--- config.mk ---
export PLATFORM = sky130hd
export DESIGN_NAME = ssd_decoder
export DESIGN_NICKNAME = d
export VERILOG_FILES = /design/src/rtl/ssd_pkg.sv /design/src/rtl/ssd_digit_decode.sv /design/src/rtl/ssd_decoder.sv
export SDC_FILE = /design/constraint.sdc
export NUM_CORES = 1
export LEC_CHECK = 0
export ABC_AREA = 1
export CAP_MARGIN = 25
export CORE_MARGIN = 1
export CORE_UTILIZATION = 50
export CTS_CLUSTER_DIAMETER = 60
export CTS_CLUSTER_SIZE = 10
export DETAILED_ROUTE_END_ITERATION = 6
export GPL_ROUTABILITY_DRIVEN = 0
export PLACE_DENSITY = 0.7
export SLEW_MARGIN = 20
export SYNTH_ARGS = -nofsm -noshare
export SYNTH_HDL_FRONTEND = slang
export SYNTH_HIERARCHICAL = 1
export SYNTH_SLANG_ARGS = --single-unit
--- constraint.sdc ---
create_clock -name clk -period 3.42 [get_ports clk]
set_input_delay 1.026 -clock clk [delete_from_list [all_inputs] [get_ports clk]]
set_output_delay 1.026 -clock clk [all_outputs]
set_load 0.05 [all_outputs]
--- src/rtl/ssd_pkg.sv ---
// Shared definitions for the two-digit seven-segment bus: segment patterns,
// digit codes, monitor FSM states and the frame evaluation rule.
package ssd_pkg;

    localparam int unsigned SEG_W = 7;
    localparam int unsigned DIG_W = 4;
    localparam int unsigned VAL_W = 8;

    localparam logic [SEG_W-1:0] SEG_0     = 7'h3f;
    localparam logic [SEG_W-1:0] SEG_1     = 7'h06;
    localparam logic [SEG_W-1:0] SEG_2     = 7'h5b;
    localparam logic [SEG_W-1:0] SEG_3     = 7'h4f;
    localparam logic [SEG_W-1:0] SEG_4     = 7'h66;
    localparam logic [SEG_W-1:0] SEG_5     = 7'h6d;
    localparam logic [SEG_W-1:0] SEG_6     = 7'h7d;
    localparam logic [SEG_W-1:0] SEG_7     = 7'h07;
    localparam logic [SEG_W-1:0] SEG_8     = 7'h7f;
    localparam logic [SEG_W-1:0] SEG_9     = 7'h6f;
    localparam logic [SEG_W-1:0] SEG_BLANK = 7'h00;
    localparam logic [SEG_W-1:0] SEG_DASH  = 7'h40;

    localparam logic [DIG_W-1:0] DIG_BLANK = 4'hA;
    localparam logic [DIG_W-1:0] DIG_DASH  = 4'hB;
    localparam logic [DIG_W-1:0] DIG_BAD   = 4'hF;

    typedef enum logic [1:0] {
        ST_ALIGN  = 2'd0,
        ST_SETTLE = 2'd1,
        ST_HELD   = 2'd2
    } state_t;

    typedef struct packed {
        logic [VAL_W-1:0] value;
        logic             out_of_range;
        logic             seg_error;
    } frame_t;

    // Turns a tens/units digit-code pair into the reported result.
    function automatic frame_t eval_frame(input logic [DIG_W-1:0] t, input logic [DIG_W-1:0] u);
        frame_t f;
        f = '0;
        if (t == DIG_DASH && u == DIG_DASH) begin
            f.value        = 8'hFF;
            f.out_of_range = 1'b1;
        end else if (u <= 4'd9 && t == DIG_BLANK) begin
            f.value = VAL_W'(u);
        end else if (u <= 4'd9 && t >= 4'd1 && t <= 4'd9) begin
            f.value = VAL_W'(t) * 8'd10 + VAL_W'(u);
        end else begin
            f.seg_error = 1'b1;
        end
        return f;
    endfunction

endpackage

--- src/rtl/ssd_digit_decode.sv ---
// Combinational segment-pattern to digit-code lookup.
module ssd_digit_decode
    import ssd_pkg::*;
(
    input  logic [SEG_W-1:0] seg,
    output logic [DIG_W-1:0] code
);

    always_comb begin
        code = DIG_BAD;
        case (seg)
            SEG_0:     code = 4'd0;
            SEG_1:     code = 4'd1;
            SEG_2:     code = 4'd2;
            SEG_3:     code = 4'd3;
            SEG_4:     code = 4'd4;
            SEG_5:     code = 4'd5;
            SEG_6:     code = 4'd6;
            SEG_7:     code = 4'd7;
            SEG_8:     code = 4'd8;
            SEG_9:     code = 4'd9;
            SEG_BLANK: code = DIG_BLANK;
            SEG_DASH:  code = DIG_DASH;
            default:   code = DIG_BAD;
        endcase
    end

endmodule

--- src/rtl/ssd_decoder.sv ---
// Receive-side monitor for the multiplexed two-digit seven-segment bus:
// settles each digit phase, decodes the pair and strobes the value 0..99.
module ssd_decoder
    import ssd_pkg::*;
#(
    parameter int unsigned SETTLE_CYCLES = 4
) (
    input  logic             clk,
    input  logic             reset,
    input  logic [SEG_W-1:0] ssd_a,
    input  logic             ssd_c,
    output logic [VAL_W-1:0] value_out,
    output logic             value_valid,
    output logic             out_of_range,
    output logic             seg_error
);

    localparam int unsigned CW = $clog2(SETTLE_CYCLES + 1);

    logic [SEG_W-1:0] a_meta, a_sync, a_prev;
    logic             c_meta, c_sync, c_prev;
    logic [CW-1:0]    cnt, cnt_next;
    logic [1:0]       warm;
    state_t           state, state_next;
    logic [DIG_W-1:0] tens_code;
    logic             tens_ok;
    logic [DIG_W-1:0] digit;
    logic             any_change, c_change, capture, frame_done;
    frame_t           frame;

    ssd_digit_decode u_decode (
        .seg  (a_sync),
        .code (digit)
    );

    // Two-flop synchronisers plus previous-cycle copies for change detection.
    // warm counts until the compare pipeline holds only post-reset samples,
    // so the synchroniser filling up is not mistaken for a phase change.
    always_ff @(posedge clk or posedge reset) begin
        if (reset) begin
            a_meta <= '0;
            a_sync <= '0;
            a_prev <= '0;
            c_meta <= 1'b0;
            c_sync <= 1'b0;
            c_prev <= 1'b0;
            warm   <= 2'd0;
        end else begin
            a_meta <= ssd_a;
            a_sync <= a_meta;
            a_prev <= a_sync;
            c_meta <= ssd_c;
            c_sync <= c_meta;
            c_prev <= c_sync;
            if (warm != 2'd3) begin
                warm <= warm + 2'd1;
            end
        end
    end

    assign any_change = {c_sync, a_sync} != {c_prev, a_prev};
    assign c_change   = c_sync != c_prev;

    always_comb begin
        cnt_next = cnt;
        if (any_change) begin
            cnt_next = '0;
        end else if (cnt != CW'(SETTLE_CYCLES)) begin
            cnt_next = cnt + CW'(1);
        end
    end

    always_ff @(posedge clk or posedge reset) begin
        if (reset) begin
            state <= ST_ALIGN;
            cnt   <= '0;
        end else begin
            state <= state_next;
            cnt   <= cnt_next;
        end
    end

    // Phase FSM: capture fires on the SETTLE_CYCLES-th unchanged cycle.
    always_comb begin
        state_next = state;
        capture    = 1'b0;
        case (state)
            ST_ALIGN: begin
                if (warm == 2'd3 && c_change) begin
                    state_next = ST_SETTLE;
                end
            end
            ST_SETTLE: begin
                if (cnt_next == CW'(SETTLE_CYCLES)) begin
                    capture    = 1'b1;
                    state_next = ST_HELD;
                end
            end
            ST_HELD: begin
                if (c_change) begin
                    state_next = ST_SETTLE;
                end
            end
            default: state_next = ST_ALIGN;
        endcase
    end

    assign frame_done = capture && !c_sync && tens_ok;
    assign frame      = eval_frame(tens_code, digit);

    always_ff @(posedge clk or posedge reset) begin
        if (reset) begin
            tens_code <= DIG_BLANK;
            tens_ok   <= 1'b0;
        end else if (c_change && c_sync) begin
            tens_ok <= 1'b0;
        end else if (capture && c_sync) begin
            tens_code <= digit;
            tens_ok   <= 1'b1;
        end else if (frame_done) begin
            tens_ok <= 1'b0;
        end
    end

    // Result registers hold until the next completed frame.
    always_ff @(posedge clk or posedge reset) begin
        if (reset) begin
            value_out    <= '0;
            value_valid  <= 1'b0;
            out_of_range <= 1'b0;
            seg_error    <= 1'b0;
        end else begin
            value_valid <= frame_done;
            if (frame_done) begin
                value_out    <= frame.value;
                out_of_range <= frame.out_of_range;
                seg_error    <= frame.seg_error;
            end
        end
    end

endmodule

==> qor.txt, run 1 <==
WP data arrival: 2.80 ns
Via-to-Cell Ratio: 4.745
clk slew on worst S/H paths: 0.10 ns
maximum VDD drop: 290.3 µV
overall power: 1.012 mW
DRC: 0
DP Cell Count: 408
Yosys cell types: 28
Routed WL: 4.709 mm
Die Span X: 73.64 µm
GR peak layer: met2
syn_nets: 344
met1 track demand over resource: 27.88%
final slew viol count: 0
Non-Filler Cell Area, Final: 2934 µm²
DR WL/cell: 11.32 µm
TritonCTS clock tree: built
drt first pass iters: 4
highest clock rate: 385.0 MHz
min cycle time layout: 2.597 ns
DP Worst Slack: 0.8474 ns
Rows: 25
setup TNS: 0 ns
Antenna Cells: 0
fin crit share: 75.94%
ANT nets after route: 0
status: finished, final reports clean
critical-path cell list: nand3_1 -> inv_1 -> nand2_1 -> nand2_1 -> nor2_4 -> nand3_2 -> nand2_1 -> ha_1 -> fa_1 -> nand2_1 -> a21oi_1 -> nand2_1 -> nor2_1 -> o21ai_0 -> nand3_1 -> nand2_1 -> inv_1
grt total ovfl: 0
vias in the first global route: 1894
Hold WS: 0.3445 ns
synthesis-to-layout area growth: 14.33%
Starting Density: 53.27%
antenna violations before repair: 0
H-Tree Depth: 2
port bufs: 20
total track usage: 20.29%
CTS buffer count: 5
Largest delay share family, worst path: simple AND/OR/NAND/NOR gates
critical path's largest stage delay: 0.55 ns
Final nets: 371
Post-Layout Cell Count: 416
Cells after Synth: 321
chip height: 73.64 µm
largest net degree at the start of global routing: 19
cell taking the most area after synthesis: dfrtp_1
core area: 4817 µm²
# hold bufs at CTS: 0
final setup violation count: 0
Final Skew: 0.01382 ns
CP Capture Type: flip-flop
met3 usage: 3.841%
Final Util: 60.91%
main area contributors after synthesis: dfrtp_1 44%, nand2_1 13%, inv_1 8.2%
worst path required time: 3.63 ns
LEAKAGE: 1.574 nW
first-pass GRT wire length: 8.300 mm
via count: 1974
WS Path Type: flip-flop to flip-flop
# clock sinks: 47
most used cell, CP: nand2_1
placed instance area: 2843 µm²
Slew HR: 66.22%
syn avg cell area: 7.994 µm²
Crit Path Max Fanout: 11
Startpoint Class: flip-flop
Final Hold Violating Endpoints: 0
share of layout cells above drive strength 1: 10.89%
Max Cap Viol: 0
worst min path class: flip-flop to flip-flop
dpl hpwl: 3.589 mm
die area: 5423 µm²
#FFs+latches synth: 47
most common cell after layout, fill and taps aside: nand2_1
RSZ-0062 raised after global routing: no
IO Pins: 21
fin worst setup slack: 0.8229 ns
Worst-Margin Slew: 0.5051 ns
post-CTS resize count: 0
Worst-Skew Late Latency: 0.30 ns
clk root buf: clkbuf_8
met2 Usage GRT: 32.31%
Post-Syn Area: 2566 µm²
Fill cells: 463
post-synth top area share: 43.88%
crit path buf inv count: 2
pwr dens: 344.8 nW/µm²
Synth Warn #: 6
sequential-to-total area share from yosys stat: 45.93%
clk buf depth: 2
slowest stage cell, crit path: dfrtp_1
most frequent cells in the layout: 87 x nand2_1, 55 x inv_1, 45 x dfrtp_1
post-CTS setup buffers: 0
Iteration-0 DRC Markers: 108
==> layer usage <==
metal / part of all wire [%] / up-vias
li1: - / 1029
met1: 50 / 913
met4: 0.89 / 0
met5: 0 / -
met2: 45 / 28
met3: 3.4 / 4
==> power by group <==
group / internal, mW / leakage, nW / switching, mW
Combinational: 0.0279 / 0.947 / 0.0463
Clock: 0.148 / 0.0489 / 0.203
Sequential: 0.572 / 0.579 / 0.0144
Total: 0.748 / 1.57 / 0.264
==> cells in the mapped netlist, drive strengths merged <==
cell	n
nor3	4
nor2	52
a21oi	6
mux2	1
inv	58
dfstp	2
and2	3
buf	2
nand4	4
nand3	18
o31ai	1
xnor2	2
ha	11
nand2	95
o21bai	6
nor3b	2
fa	2
xor2	2
dfrtp	45
o21ai	5
==> cell families (layout without fill, tap and decap cells) <==
| group | after synthesis | after routing | share of synthesized area [%] |
|---|---|---|---|
| and+or+nand+nor | 178 | 178 | 31.79 |
| buffers and inverters | 60 | 88 | 9.361 |
| DFF | 47 | 47 | 45.93 |
| AOI/OAI and AO/OA | 18 | 18 | 4.193 |
| adders and majority gates | 13 | 13 | 6.923 |
| xor gates and xnor gates | 4 | 4 | 1.365 |
| muxes | 1 | 1 | 0.4388 |
==> worst paths after layout <==
path                       slack (ns)      start           end  cells past startpoint
max                              0.82  a_sync[6]  value_out[7]                     17
min                              0.34  a_meta[2]     a_sync[2]                      0
max reg2reg                      0.82  a_sync[6]  value_out[7]                     17
min reg2reg                      0.34  a_meta[2]     a_sync[2]                      0
max in group asynchronous        1.87      reset        c_prev                      3
min in group asynchronous        0.98      reset       tens_ok                      2
==> final cells by class <==
class / instances / area (µm²) / share of cell area, %
Sequential cell: 47 / 1179 / 40.17
Multi-Input combinational cell: 214 / 1147 / 39.10
Inverter: 58 / 217.7 / 7.420
Timing Repair Buffer: 22 / 215.2 / 7.335
Tap cell: 67 / 83.83 / 2.857
Clock buffer: 5 / 68.82 / 2.345
Clock inverter: 3 / 22.52 / 0.7676
==> state kept, by name (all words and copies together) (netlist names), 2 cells and up <==
signal	flops
a_sync	7
warm	2
a_prev	7
a_meta	7
tens_code	4
cnt	3
value_out	8
state	2
Note: power is estimated with default switching activity, not from simulation.
==> inputs of run 2 (changes only) <==
Clock period 3.42 ns to 2.4 ns, I/O delays scaled along.
==> qor.txt, run 2 (same netlist as run 1, synthesis figures left out) <==
met2 Usage GRT: 34.76%
min cycle time layout: 2.362 ns
drt first pass iters: 4
TritonCTS clock tree: built
vias in the first global route: 2004
Routed WL: 5.093 mm
largest net degree at the start of global routing: 23
CP Capture Type: flip-flop
worst min path class: flip-flop to flip-flop
first-pass GRT wire length: 8.680 mm
LEAKAGE: 1.701 nW
fin crit share: 98.43%
CTS buffer count: 5
Starting Density: 53.27%
share of layout cells above drive strength 1: 25.95%
synthesis-to-layout area growth: 27.30%
setup TNS: 0 ns
die area: 5423 µm²
ANT nets after route: 0
RSZ-0062 raised after global routing: yes
# clock sinks: 47
Worst-Margin Slew: 0.5135 ns
WP data arrival: 2.56 ns
GR peak layer: met2
via count: 2066
final slew viol count: 0
WS Path Type: flip-flop to flip-flop
# hold bufs at CTS: 0
R2R depth: 14
pwr dens: 450.1 nW/µm²
Crit Path Max Fanout: 3
highest clock rate: 423.3 MHz
Rows: 25
Largest register FFs: 8
R2R Setup Slk: 0.04 ns
Final Skew: 0.002964 ns
total track usage: 21.09%
R2R Path Start: tens_code[1]
dpl hpwl: 3.760 mm
most frequent cells in the layout: 77 x nand2_1, 52 x inv_1, 40 x dfrtp_1
clk buf depth: 2
fin worst setup slack: 0.03768 ns
chip height: 73.64 µm
most common cell after layout, fill and taps aside: nand2_1
IO Pins: 21
Final Hold Violating Endpoints: 0
worst path required time: 2.60 ns
Max Cap Viol: 0
Die Span X: 73.64 µm
clk root buf: clkbuf_8
RR Endpoint: value_out[6]
maximum VDD drop: 424.8 µV
Top reg by flops: value_out
antenna violations before repair: 0
core area: 4817 µm²
Worst-Skew Late Latency: 0.29 ns
Slew HR: 65.66%
met1 track demand over resource: 28.66%
Antenna Cells: 0
port bufs: 20
CP startpoint: tens_code[1]
Via-to-Cell Ratio: 4.728
met3 usage: 3.292%
clk slew on worst S/H paths: 0.09 ns
DRC: 0
DP Worst Slack: -0.08417 ns
DR WL/cell: 11.65 µm
Startpoint Class: flip-flop
grt total ovfl: 0
Critical Path End: value_out[6]
final setup violation count: 0
Iteration-0 DRC Markers: 125
status: finished, final reports clean
Final nets: 392
H-Tree Depth: 2
[run 2: cell type report]
class	instances	area, µm²
repair buffers	43	389.1
clock inverters	3	22.52
clock buffers	5	68.82
flip-flops and latches	47	1185
fillers	404	1550
multi-input cells	214	1300
well taps	67	83.83
inverters	58	217.7
[run 2: worst max-delay path, cell delays in order (launching register included)]
cell	delay, ns
dfstp_2	0.54
ha_1	0.23
ha_1	0.21
inv_1	0.07
fa_2	0.47
nor2_2	0.14
nand3_1	0.10
nand2_1	0.07
nand2_1	0.04
nand3_1	0.06
nand2_1	0.07
inv_1	0.06
nand4_1	0.09
nand2_1	0.07
inv_1	0.04
[run 2: repair_timing]
item,CTS,global route
pin swaps,3,13
gates cloned,0,0
resized for setup,13,38
setup buffers,2,3
endpoints found under the setup margin,3,9
[run 2: worst min path at each step]
stage / startpoint / end / cells after the start
final: a_meta[6] / a_sync[6] / 0
after global routing: a_meta[5] / a_sync[5] / 0
after global placement: a_meta[6] / a_sync[6] / 0
after detailed placement: a_meta[6] / a_sync[6] / 0
after floorplan: a_meta[0] / a_sync[0] / 0
after CTS: a_meta[6] / a_sync[6] / 0
[run 2: per-layer routing]
layer  part of all wire (%)  vias up  wire, µm
li1                       -     1069         -
met1                     50      960      2522
met2                     47       31      2408
met3                    2.1        6       107
met4                    1.1        0        55
met5                      0        -         0
[run 2: power by group]
group | total [mW] | switching, mW | leakage [nW] | internal (mW)
clock network | 0.490 | 0.279 | 0.0489 | 0.211
registers | 0.836 | 0.0203 | 0.574 | 0.816
logic | 0.145 | 0.0823 | 1.08 | 0.0623
total | 1.47 | 0.381 | 1.70 | 1.09
[run 2: metrics by stage]
step	utilization, %	hold slack (ns)	cell area, µm²	instances	total power, mW
global placement	61.77	0.3317	2975	424	0.9706
finish	67.82	0.3531	3267	437	1.470
CTS	64.78	0.3572	3120	434	1.480
global route	67.82	0.3664	3267	437	1.544
floorplan	-	0.3312	2566	321	0.9215
detailed placement	61.77	0.3356	2975	424	0.9743
==> inputs of run 3 (changes only) <==
Settings changed: HOLD_SLACK_MARGIN set to 0.02, MAX_ROUTING_LAYER set to met4.
==> qor.txt, run 3 (same netlist as run 1, synthesis figures left out) <==
die area: 5423 µm²
clk buf depth: 2
vias in the first global route: 2006
clock group share of total power: 33.3%
synthesis-to-layout area growth: 27.30%
placed instance area: 2975 µm²
worst min path class: flip-flop to flip-flop
highest clock rate: 422.9 MHz
port bufs: 20
clk root buf: clkbuf_8
final setup violation count: 0
largest net degree at the start of global routing: 23
TritonCTS clock tree: built
overall power: 1.470 mW
# hold bufs at CTS: 0
RSZ-0062 raised after global routing: yes
IO Pins: 21
LEAKAGE: 1.701 nW
DP Worst Slack: -0.08417 ns
final slew viol count: 0
Starting Density: 53.27%
maximum VDD drop: 425.0 µV
DR WL/cell: 11.66 µm
R2R depth: 14
most used cell, CP: nand2_1
Final nets: 392
pwr dens: 449.9 nW/µm²
share of layout cells above drive strength 1: 25.95%
antenna violations before repair: 0
# clock sinks: 47
first-pass GRT wire length: 8.687 mm
Largest register FFs: 8
Fill cells: 404
Routed WL: 5.094 mm
switching power: 0.3807 mW
Internal: 1.089 mW
R2R Setup Slk: 0.04 ns
grt total ovfl: 0
Top reg by flops: value_out
via count: 2069
H-Tree Depth: 2
hold path depth: 0
WS Path Type: flip-flop to flip-flop
dpl hpwl: 3.760 mm
worst hold path startpoint: a_meta[6]
DRC: 0
critical path's largest stage delay: 0.54 ns
status: finished, final reports clean
WP data arrival: 2.56 ns
min cycle time layout: 2.364 ns
Die Span X: 73.64 µm
fin crit share: 98.52%
Slew HR: 65.67%
Non-Filler Cell Area, Final: 3267 µm²
combinational power share: 9.8%
R2R Path Start: tens_code[1]
Antenna Cells: 0
Via-to-Cell Ratio: 4.735
chip height: 73.64 µm
most frequent cells in the layout: 77 x nand2_1, 52 x inv_1, 40 x dfrtp_1
Worst-Skew Late Latency: 0.29 ns
drt first pass iters: 4
Worst-Margin Slew: 0.5133 ns
ANT nets after route: 0
Final Hold Violating Endpoints: 0
Hold Path End: a_sync[6]
worst path required time: 2.60 ns
fin worst setup slack: 0.03561 ns
Final Skew: 0.003329 ns
CTS buffer count: 5
slowest stage cell, crit path: dfstp_2
RR Endpoint: value_out[6]
Hold WS: 0.3531 ns
Crit Path Max Fanout: 3
core area: 4817 µm²
most common cell after layout, fill and taps aside: nand2_1
Rows: 25
Startpoint Class: flip-flop
Sw Share: 25.90%
critical-path cell list: ha_1 -> ha_1 -> inv_1 -> fa_2 -> nor2_2 -> nand3_1 -> nand2_1 -> nand2_1 -> nand3_1 -> nand2_1 -> inv_1 -> nand4_1 -> nand2_1 -> inv_1
total track usage: 21.75%
Max Cap Viol: 0
Iteration-0 DRC Markers: 123
clk slew on worst S/H paths: 0.09 ns
Sequential Power Share: 56.9%
CP Capture Type: flip-flop
==> run 3: metal layers <==
| metal | vias to the layer above | global-route usage (%) | wire length, µm |
|---|---|---|---|
| met4 | 0 | 6.410 | 48 |
| met5 | - | - | 0 |
| met1 | 963 | 28.75 | 2525 |
| met2 | 31 | 34.76 | 2412 |
| met3 | 6 | 3.292 | 108 |
| li1 | 1069 | - | - |
==> run 3: per-stage QoR <==
| stage | TNS [ns] | std cells | utilization, % |
|---|---|---|---|
| 2_1_floorplan | 0 | 321 | - |
| 3_3_place_gp | -0.06397 | 424 | 61.77 |
| 3_5_place_dp | -0.1663 | 424 | 61.77 |
| 4_1_cts | 0 | 434 | 64.78 |
| 5_1_grt | -0.5852 | 437 | 67.82 |
| 6_report | 0 | 437 | 67.82 |
==> run 3: area by class of cell <==
cell class | count | area (µm²) | area share, %
multi-input cells | 214 | 1300 | 39.79
clock buffers | 5 | 68.82 | 2.106
flip-flops and latches | 47 | 1185 | 36.27
well taps | 67 | 83.83 | 2.566
clock inverters | 3 | 22.52 | 0.6894
repair buffers | 43 | 389.1 | 11.91
inverters | 58 | 217.7 | 6.664
==> run 3: timing repair <==
action / CTS / global route
endpoints found under the setup margin: 3 / 9
resized for setup: 13 / 38
buffers inserted: 2 / 3
pin swaps: 3 / 13
==> run 3: worst max-delay path by stage <==
stage               slack [ns]           end         start
finish                    0.04  value_out[6]  tens_code[1]
detailed placement       -0.08  value_out[7]     a_sync[3]
global route             -0.21  value_out[5]     a_sync[3]
CTS                       0.02  value_out[5]     a_sync[3]
floorplan                 0.08  value_out[7]     a_sync[6]
global placement         -0.05  value_out[7]     a_sync[0]
==> run 3: critical path, delay by kind of cell, from the launching register on <==
kind                     cells  cell delay [ns]
buffers and inverters        3             0.17
flip-flops                   1             0.54
AND/OR/NAND/NOR              8             0.64
adder cells (fa/ha/maj)      3             0.91
==> run 3: power by group through the flow <==
stage	combinational (mW)	clock (mW)	sequential (mW)
after global routing	0.164	0.541	0.840
after detailed placement	0.125	0	0.849
after CTS	0.132	0.513	0.835
after global placement	0.123	0	0.848
final	0.145	0.489	0.836
after floorplan	0.0769	0	0.845
